$ cat config.mk
export PLATFORM = sky130hd
export DESIGN_NAME = shiftdes_flat
export DESIGN_NICKNAME = d
export VERILOG_FILES = /design/src/rtl/shiftdes_if.sv /design/src/rtl/shiftdes.sv /design/src/flat_wrapper.sv
export SDC_FILE = /design/constraint.sdc
export NUM_CORES = 1
export LEC_CHECK = 0
export CAP_MARGIN = 20
export CELL_PAD_IN_SITES_DETAIL_PLACEMENT = 1
export CELL_PAD_IN_SITES_GLOBAL_PLACEMENT = 1
export CORE_MARGIN = 5
export CORE_UTILIZATION = 38
export DETAILED_ROUTE_END_ITERATION = 12
export GPL_TIMING_DRIVEN = 0
export HOLD_SLACK_MARGIN = 0.05
export PLACE_DENSITY_LB_ADDON = 0.3
export SYNTH_ARGS = -nofsm -noshare
export SYNTH_HDL_FRONTEND = slang
export SYNTH_SLANG_ARGS = --single-unit
export TNS_END_PERCENT = 50
$ cat constraint.sdc
create_clock -name clk -period 1.5 [get_ports clk]
set_input_delay 0.45 -clock clk [delete_from_list [all_inputs] [get_ports clk]]
set_output_delay 0.45 -clock clk [all_outputs]
set_load 0.005 [all_outputs]
$ cat src/rtl/shiftdes_if.sv
// shiftdes_if: bundles the serial receive stream and the parallel read port
// of the shiftdes deserializer.
//   i_data, i_valid, i_start : serial bit stream (sender -> deserializer)
//   o_rd_data, o_rd_valid    : completed word register (deserializer -> consumer)
//   i_rd_ready               : consumer accepts the word
//   o_overrun, o_frame_err   : status flags
// Modports: slave = deserializer side, master = sender/consumer side.
interface shiftdes_if #(
  parameter int WIDTH = 8
);
  logic             i_data;
  logic             i_valid;
  logic             i_start;
  logic [WIDTH-1:0] o_rd_data;
  logic             o_rd_valid;
  logic             i_rd_ready;
  logic             o_overrun;
  logic             o_frame_err;

  modport slave (
    input  i_data, i_valid, i_start, i_rd_ready,
    output o_rd_data, o_rd_valid, o_overrun, o_frame_err
  );

  modport master (
    output i_data, i_valid, i_start, i_rd_ready,
    input  o_rd_data, o_rd_valid, o_overrun, o_frame_err
  );
endinterface

$ cat src/rtl/shiftdes.sv
// shiftdes: serial-to-parallel deserializer. Samples an MSB-first bit stream,
// frames WIDTH-bit words on a start marker and presents completed words in a
// valid/ready output register.
// Ports:
//   clk   : rising-edge clock
//   i_rst : synchronous active-high reset
//   bus   : shiftdes_if.slave (serial input, read port, status flags)
//
// state | meaning
// ------+------------------------------------------------------------
// IDLE  | waiting for a bit flagged with i_start; other bits ignored
// RECV  | collecting bits of a word; cnt = bits already shifted in
module shiftdes #(
  parameter int WIDTH = 8
) (
  input  logic      clk,
  input  logic      i_rst,
  shiftdes_if.slave bus
);
  localparam int CW = $clog2(WIDTH);

  typedef enum logic {
    IDLE = 1'b0,
    RECV = 1'b1
  } state_t;

  state_t           state_q, state_d;
  logic [WIDTH-1:0] sr_q, sr_d;
  logic [CW-1:0]    cnt_q, cnt_d;
  logic [WIDTH-1:0] rd_data_q, rd_data_d;
  logic             rd_valid_q, rd_valid_d;
  logic             overrun_q, overrun_d;
  logic             frame_err_q, frame_err_d;

  logic [WIDTH-1:0] shifted;
  logic             complete;

  // Truncating cast drops the bit that falls off the top of the register.
  assign shifted = WIDTH'({sr_q, bus.i_data});

  always_comb begin
    state_d     = state_q;
    sr_d        = sr_q;
    cnt_d       = cnt_q;
    frame_err_d = 1'b0;
    complete    = 1'b0;

    if (bus.i_valid) begin
      unique case (state_q)
        IDLE: begin
          if (bus.i_start) begin
            sr_d    = shifted;
            cnt_d   = CW'(1);
            state_d = RECV;
          end
        end
        RECV: begin
          sr_d = shifted;
          if (bus.i_start) begin
            // Resync wins even over the would-be last bit.
            cnt_d       = CW'(1);
            frame_err_d = 1'b1;
          end else if (cnt_q == CW'(WIDTH - 1)) begin
            cnt_d    = '0;
            complete = 1'b1;
            state_d  = IDLE;
          end else begin
            cnt_d = cnt_q + CW'(1);
          end
        end
        default: state_d = IDLE;
      endcase
    end
  end

  always_comb begin
    rd_data_d  = rd_data_q;
    rd_valid_d = rd_valid_q;
    overrun_d  = overrun_q;

    if (complete) begin
      // A word being drained this cycle frees the register for the new one.
      if (!rd_valid_q || bus.i_rd_ready) begin
        rd_data_d  = shifted;
        rd_valid_d = 1'b1;
      end else begin
        overrun_d = 1'b1;
      end
    end else if (rd_valid_q && bus.i_rd_ready) begin
      rd_valid_d = 1'b0;
    end
  end

  always_ff @(posedge clk) begin
    if (i_rst) begin
      state_q     <= IDLE;
      sr_q        <= '0;
      cnt_q       <= '0;
      rd_data_q   <= '0;
      rd_valid_q  <= 1'b0;
      overrun_q   <= 1'b0;
      frame_err_q <= 1'b0;
    end else begin
      state_q     <= state_d;
      sr_q        <= sr_d;
      cnt_q       <= cnt_d;
      rd_data_q   <= rd_data_d;
      rd_valid_q  <= rd_valid_d;
      overrun_q   <= overrun_d;
      frame_err_q <= frame_err_d;
    end
  end

  assign bus.o_rd_data   = rd_data_q;
  assign bus.o_rd_valid  = rd_valid_q;
  assign bus.o_overrun   = overrun_q;
  assign bus.o_frame_err = frame_err_q;
endmodule
$ cat src/flat_wrapper.sv
// flat-port wrapper written by rule: the top's interface ports become plain ports
module shiftdes_flat 
#(
  parameter int WIDTH = 8
)
  (clk, i_rst, bus_i_data, bus_i_valid, bus_i_start, bus_i_rd_ready, bus_o_rd_data, bus_o_rd_valid, bus_o_overrun, bus_o_frame_err);
  shiftdes_if #(.WIDTH(WIDTH)) bus_i ();
  input  logic clk;
  input  logic i_rst;
  input wire logic [$bits(bus_i.i_data)-1:0] bus_i_data;
  input wire logic [$bits(bus_i.i_valid)-1:0] bus_i_valid;
  input wire logic [$bits(bus_i.i_start)-1:0] bus_i_start;
  input wire logic [$bits(bus_i.i_rd_ready)-1:0] bus_i_rd_ready;
  output wire logic [$bits(bus_i.o_rd_data)-1:0] bus_o_rd_data;
  output wire logic [$bits(bus_i.o_rd_valid)-1:0] bus_o_rd_valid;
  output wire logic [$bits(bus_i.o_overrun)-1:0] bus_o_overrun;
  output wire logic [$bits(bus_i.o_frame_err)-1:0] bus_o_frame_err;
  assign bus_i.i_data = bus_i_data;
  assign bus_i.i_valid = bus_i_valid;
  assign bus_i.i_start = bus_i_start;
  assign bus_i.i_rd_ready = bus_i_rd_ready;
  assign bus_o_rd_data = bus_i.o_rd_data;
  assign bus_o_rd_valid = bus_i.o_rd_valid;
  assign bus_o_overrun = bus_i.o_overrun;
  assign bus_o_frame_err = bus_i.o_frame_err;
  shiftdes #(.WIDTH(WIDTH)) u_core (.clk(clk), .i_rst(i_rst), .bus(bus_i));
endmodule
======== Word-level counts from Yosys, hierarchy flattened ========
Index checks and enable logic that the tools add are counted.
storage, ports and cells
  register bits after elaboration ......... 22
  word-level logic and storage cells ...... 40
  input bits .............................. 6
cells by class
  muxes and demuxes ....................... 17
  equal/unequal tests ..................... 3
  bitwise gates (word level) .............. 3
  reduce and logical (&&, ||, !) cells .... 9
  add/sub/neg operators ................... 1
operators with widths
  cell                                                            number
  7-bit one-hot mux with 2 select lines                           1
  1-bit 2-to-1 mux                                                10
  3-bit 2-to-1 mux                                                3
  2-bit AND reduction                                             4
  7-bit 2-to-1 mux                                                1
  3-bit one-hot mux with 2 select lines                           1
  2-bit != test (second input constant)                           2
  3-bit by 1-bit adder with 3-bit output (second input constant)  1
  3-bit equality test (second input constant)                     1
  1-bit NOT                                                       3
  3-bit OR reduction                                              1
  1-bit one-hot mux with 2 select lines                           1
  2-bit nonzero test                                              1
  1-bit logical AND                                               1
  1-bit zero test                                                 1
  1-bit logical OR                                                1

======== Longest topological paths before layout ========
  word-level depth ........................ 7
  gate-level depth with buffers ........... 5
  depth with buffers taken out ............ 5

======== Worst setup path before layout ========
OpenSTA, ideal clock, no wires.
  kind .................................... input port to flip-flop
  from .................................... in bus_i_start
  to ...................................... reg u_core.rd_data_q[0], in the netlist u_core.bus.o_rd_data[0]
  slack ................................... 224 ps
  arrival ................................. 1204 ps
  buffers on the path ..................... 1
  cell stages on the path ................. 4
  data required time ...................... 1428 ps
  cells stage by stage .................... and3b_4 and3b_1 buf_6 mux2i_1
between the ends
  word-level cells in the longest chain between the ends .. 4
RTL lines
  what                                  RTL line            source
  start, declared                       flat_wrapper.sv:12  input wire logic [$bits(bus_i.i_start)-1:0] bus_i_start;
  1-bit 2-to-1 mux                      shiftdes.sv:59      if (bus.i_start) begin
  1-bit 2-to-1 mux                      shiftdes.sv:49      unique case (state_q)
  1-bit 2-to-1 mux                      shiftdes.sv:48      if (bus.i_valid) begin
  2-bit AND reduction (no source line)  --
  end signal, assigned                  shiftdes.sv:107     rd_data_q <= rd_data_d;
  end, declared                         shiftdes.sv:30      logic [WIDTH-1:0] rd_data_q, rd_data_d;
No other way between the ends.
A chain may end at the register's enable or synchronous reset.

======== Final worst setup path ========
  from .................................... reg u_core.cnt_q[0]
  to ...................................... reg u_core.rd_data_q[4], in the netlist u_core.bus.o_rd_data[4]
between the ends
  word-level cells in the longest chain between the ends .. 6
RTL lines
  what                                  RTL line         source
  start, declared                       shiftdes.sv:29   logic [CW-1:0] cnt_q, cnt_d;
  start signal, assigned                shiftdes.sv:106  cnt_q <= cnt_d;
  3-bit equality test                   shiftdes.sv:63   end else if (cnt_q == CW'(WIDTH - 1)) begin
  1-bit 2-to-1 mux                      shiftdes.sv:63
  1-bit 2-to-1 mux                      shiftdes.sv:59
  1-bit 2-to-1 mux                      shiftdes.sv:49
  1-bit 2-to-1 mux                      shiftdes.sv:48
  2-bit AND reduction (no source line)  --
No other way between the ends.

==> results.txt <==
----------------------------------------------------
[Status]
  Run status ... complete, no violations

[Power and ir drop]
  Switching part of the total power ... 0.2017
  Leakage dissipation ... 0.5099 nW
  Comb power frac ... 0.060
  Total Power Consumption ... 0.001121 W
  Cell Int Power ... 0.0008951 W
  Clock share of power ... 0.407
  Worst IR drop on VDD ... 0.5555 mV
  PwrDens ... 964.7 nW/um^2
  Total net switching power ... 0.0002262 W
  Sequential share of power ... 0.534

[Logic synthesis]
  Mapped Nets ... 95
  Asr flop ratio synth ... 0
  Most repeated cell in the gate-level netlist after synthesis ... dfxtp_1
  Mean Syn Cell Area ... 10.23 um^2
  Number of different library cells in the post-synthesis netlist ... 17
  Most common library cells after synthesis ... 22 x dfxtp_1, 16 x nand2b_1, 15 x mux2i_1, 12 x nor2_1
  Top cell type by total area after synthesis ... dfxtp_1
  Yosys warning total ... 0
  Most used flip-flop cell after synthesis ... dfxtp_1
  Top area cells in the synthesized netlist ... dfxtp_1 50%, mux2i_1 17%, nand2b_1 11%
  Sequential cell area fraction in the yosys report ... 0.4951
  Cell count after synthesis ... 87
  Yosys reg bits ... 22
  Netlist area before placement ... 889.6 um^2
  Area share of the largest cell type after synthesis ... 0.4951
  Number of flops mapped to enable cells by yosys ... 0

[Place]
  HPWL reported at the end of detailed placement ... 1329 um
  Placer's final routability congestion estimate ... 0.6675
  Number of I/O port buffers ... 16
  Area after detailed placement ... 1085 um^2
  Dpl ws ... -0.4728 ns

[Setup path]
  Kind of critical path ... register to register
  Slack of the worst reg-to-reg path ... 0.11 ns
  Launching element type of the critical path ... register
  Arr. time, crit path ... 1.62 ns
  Total buffers and inverters traversed by the critical path ... 1
  Worst path depth ... 5
  Crit path required time ... 1.74 ns
  Type of element capturing the critical path ... register
  Largest fanout on the critical path ... 8
  Worst reg2reg path depth ... 5
  CP delay by family, top ... flip-flops
  Master of the slowest instance on the critical path ... dfxtp_2
  Launching point of the worst reg2reg path ... u_core.cnt_q[0]
  Endpoint of the worst register-to-register path ... u_core.bus.o_rd_data[4]
  Endpoint of the most critical setup path ... u_core.bus.o_rd_data[4]
  Worst path max stage delay ... 0.38 ns
  Worst path cell trace ... ha_1 -> ha_2 -> and3b_1 -> buf_6 -> mux2i_1
  Startpoint of the most critical setup path ... u_core.cnt_q[0]

[STA]
  Total count of hold-check failures in the final report ... 0
  Setup repair after global routing missed its margin ... no
  Endpoints failing setup ... 0
  Max-slew violation total from the final report ... 0
  Normalized max-slew margin ... 0.6067
  Max Clock Skew ... 0.002013 ns
  Post-layout min period ... 1.387 ns
  Final Worst Setup Slack ... 0.1130 ns
  Max Freq ... 0.7210 GHz
  Final worst hold slack ... 0.4752 ns
  Tightest Pin Transition ... 0.5898 ns
  Final period util ... 0.9247

[Global routing]
  Global router's overall resource usage ... 0.1230
  Largest net degree at the start of global routing ... 14
  Vias in the first global route ... 663
  First-pass GRT wire length ... 3091 um
  Total gr overflow ... 0
  Number of antenna violations at the first check in global routing ... 0

[Clock tree]
  Hold Buf Count CTS ... 0
  Root Buffer ... clkbuf_4
  Number of sinks driven by the clock tree ... 22
  Skew-Pair Late Insertion Delay ... 0.31 ns
  Deepest clock path buffer count ... 2
  Number of buffers created by CTS ... 3
  CTS clock-pin slew for the worst setup and hold paths ... 0.12 ns
  Clock tree from TritonCTS ... done
  # H-tree levels ... 1

[Routing]
  Post-detailed-route count of antenna-violating nets ... 0
  Initial drt markers ... 8
  Average via count per standard cell ... 4.928
  DRT Wirelength ... 1899 um
  Via count ... 680
  Number of detailed-routing iterations run before antenna repair ... 2
  Wirelength per Cell ... 13.76 um
  DRC violations left ... 0

[Final layout]
  Final Util ... 0.5204
  Share of final-layout standard cells stronger than drive strength 1 ... 0.2182
  NumNets Final ... 119
  Design area ... 1162 um^2
  Area added between synthesis and finish ... 30.66%
  Antenna diodes ... 0

[Floorplanning]
  Initial core utilization ... 0.3983
  DIE AREA ... 3409 um^2
  Number of core rows ... 17
  IO Count ... 17
  Die width ... 58.39 um
  Chip Height ... 58.39 um
  Core Area ... 2233 um^2

[Worst hold path]
  Path type of the worst min-delay path ... register to register

[Flow run]
  Number of violations of the max-capacitance limit ... 0

----------------------------------------------------
[worst min-delay path by stage]
stage                                       start                 endpoint  slack, ns  cells after the start
after floorplan                    u_core.sr_q[6]  u_core.bus.o_rd_data[7]       0.45                      2
after global placement       u_core.bus.o_overrun     u_core.bus.o_overrun       0.46                      2
after detailed placement     u_core.bus.o_overrun     u_core.bus.o_overrun       0.46                      2
after CTS                    u_core.bus.o_overrun     u_core.bus.o_overrun       0.48                      2
after global routing      u_core.bus.o_rd_data[3]  u_core.bus.o_rd_data[3]       0.50                      2
final                        u_core.bus.o_overrun     u_core.bus.o_overrun       0.48                      2
[routing by layer]
metal  vias to the layer above  wire (um)  GRT usage
li1                        340          -          -
met4                         0         43    0.06954
met5                         -          0          0
met3                         5         71    0.02193
met2                        12        908     0.2010
met1                       323        876     0.1511
[tightest hold or removal path: cells and delay by family (launching register included)]
family	cells	cell delay, ns
compound gates	1	0.04
flops	1	0.35
simple gates	1	0.07
[flip-flops by register name (all words and copies together) (netlist names)]
signal and count:
u_core.sr_q 7, u_core.bus.o_frame_err 1, u_core.bus.o_rd_data 8, u_core.cnt_q 3, u_core.bus.o_overrun 1, u_core.bus.o_rd_valid 1
u_core.state_q 1
[logic make-up (layout without fill, tap and decap cells)]
| group | after synthesis | count (layout) | synth area share |
|---|---|---|---|
| AOI/OAI and AO/OA | 8 | 8 | 0.05907 |
| adders and majority gates | 2 | 2 | 0.02812 |
| DFF | 22 | 22 | 0.4951 |
| and+or+nand+nor | 36 | 36 | 0.2236 |
| buffers and inverters | 4 | 27 | 0.02531 |
| muxes | 15 | 15 | 0.1688 |
[cell usage in the layout (no fill, tap or decap), drive strengths merged]
master         Yosys  layout
nor2              12      12
ha                 2       2
a22oi              3       3
dfxtp             22      22
nor2b              1       1
nor3b              2       2
nand2              3       3
a21oi              2       2
a31oi              1       1
bufinv             0       1
o21ai              2       2
nand2b            16      16
clkbuf             3       6
clkdlybuf4s50      0       3
buf                1       4
and3b              2       2
dlygate4sd2        0      13
mux2i             15      15
[power groups by stage]
stage          combinational, W  clock [W]  sequential, W
5_1_grt               0.0000726   0.000511       0.000600
3_3_place_gp          0.0000661          0       0.000611
3_5_place_dp          0.0000681          0       0.000611
2_1_floorplan         0.0000400          0       0.000609
4_1_cts               0.0000672   0.000478       0.000599
6_report              0.0000669   0.000456       0.000599
[what timing repair did]
action                     4_1_cts  5_1_grt
gates resized for setup         24        4
setup buffers                    3        0
setup endpoints to repair       29       19
hold endpoints to repair         0        0
[cell type report]
type	instances	area, um^2
tap	28	35.03
buffer	4	25.02
timing repair buffer	19	166.4
multi-input combinational	61	429.2
clock buffer	3	22.52
clock inverter	1	30.03
sequential	22	454.2
fill	265	1071
[metrics by stage]
stage,cells,TNS (ns)
after CTS,138,-0.008040
after global placement,131,-7.814
after detailed placement,131,-8.231
after global routing,138,0
after floorplan,87,0
final,138,0
Note: power is estimated with default switching activity, not from simulation.
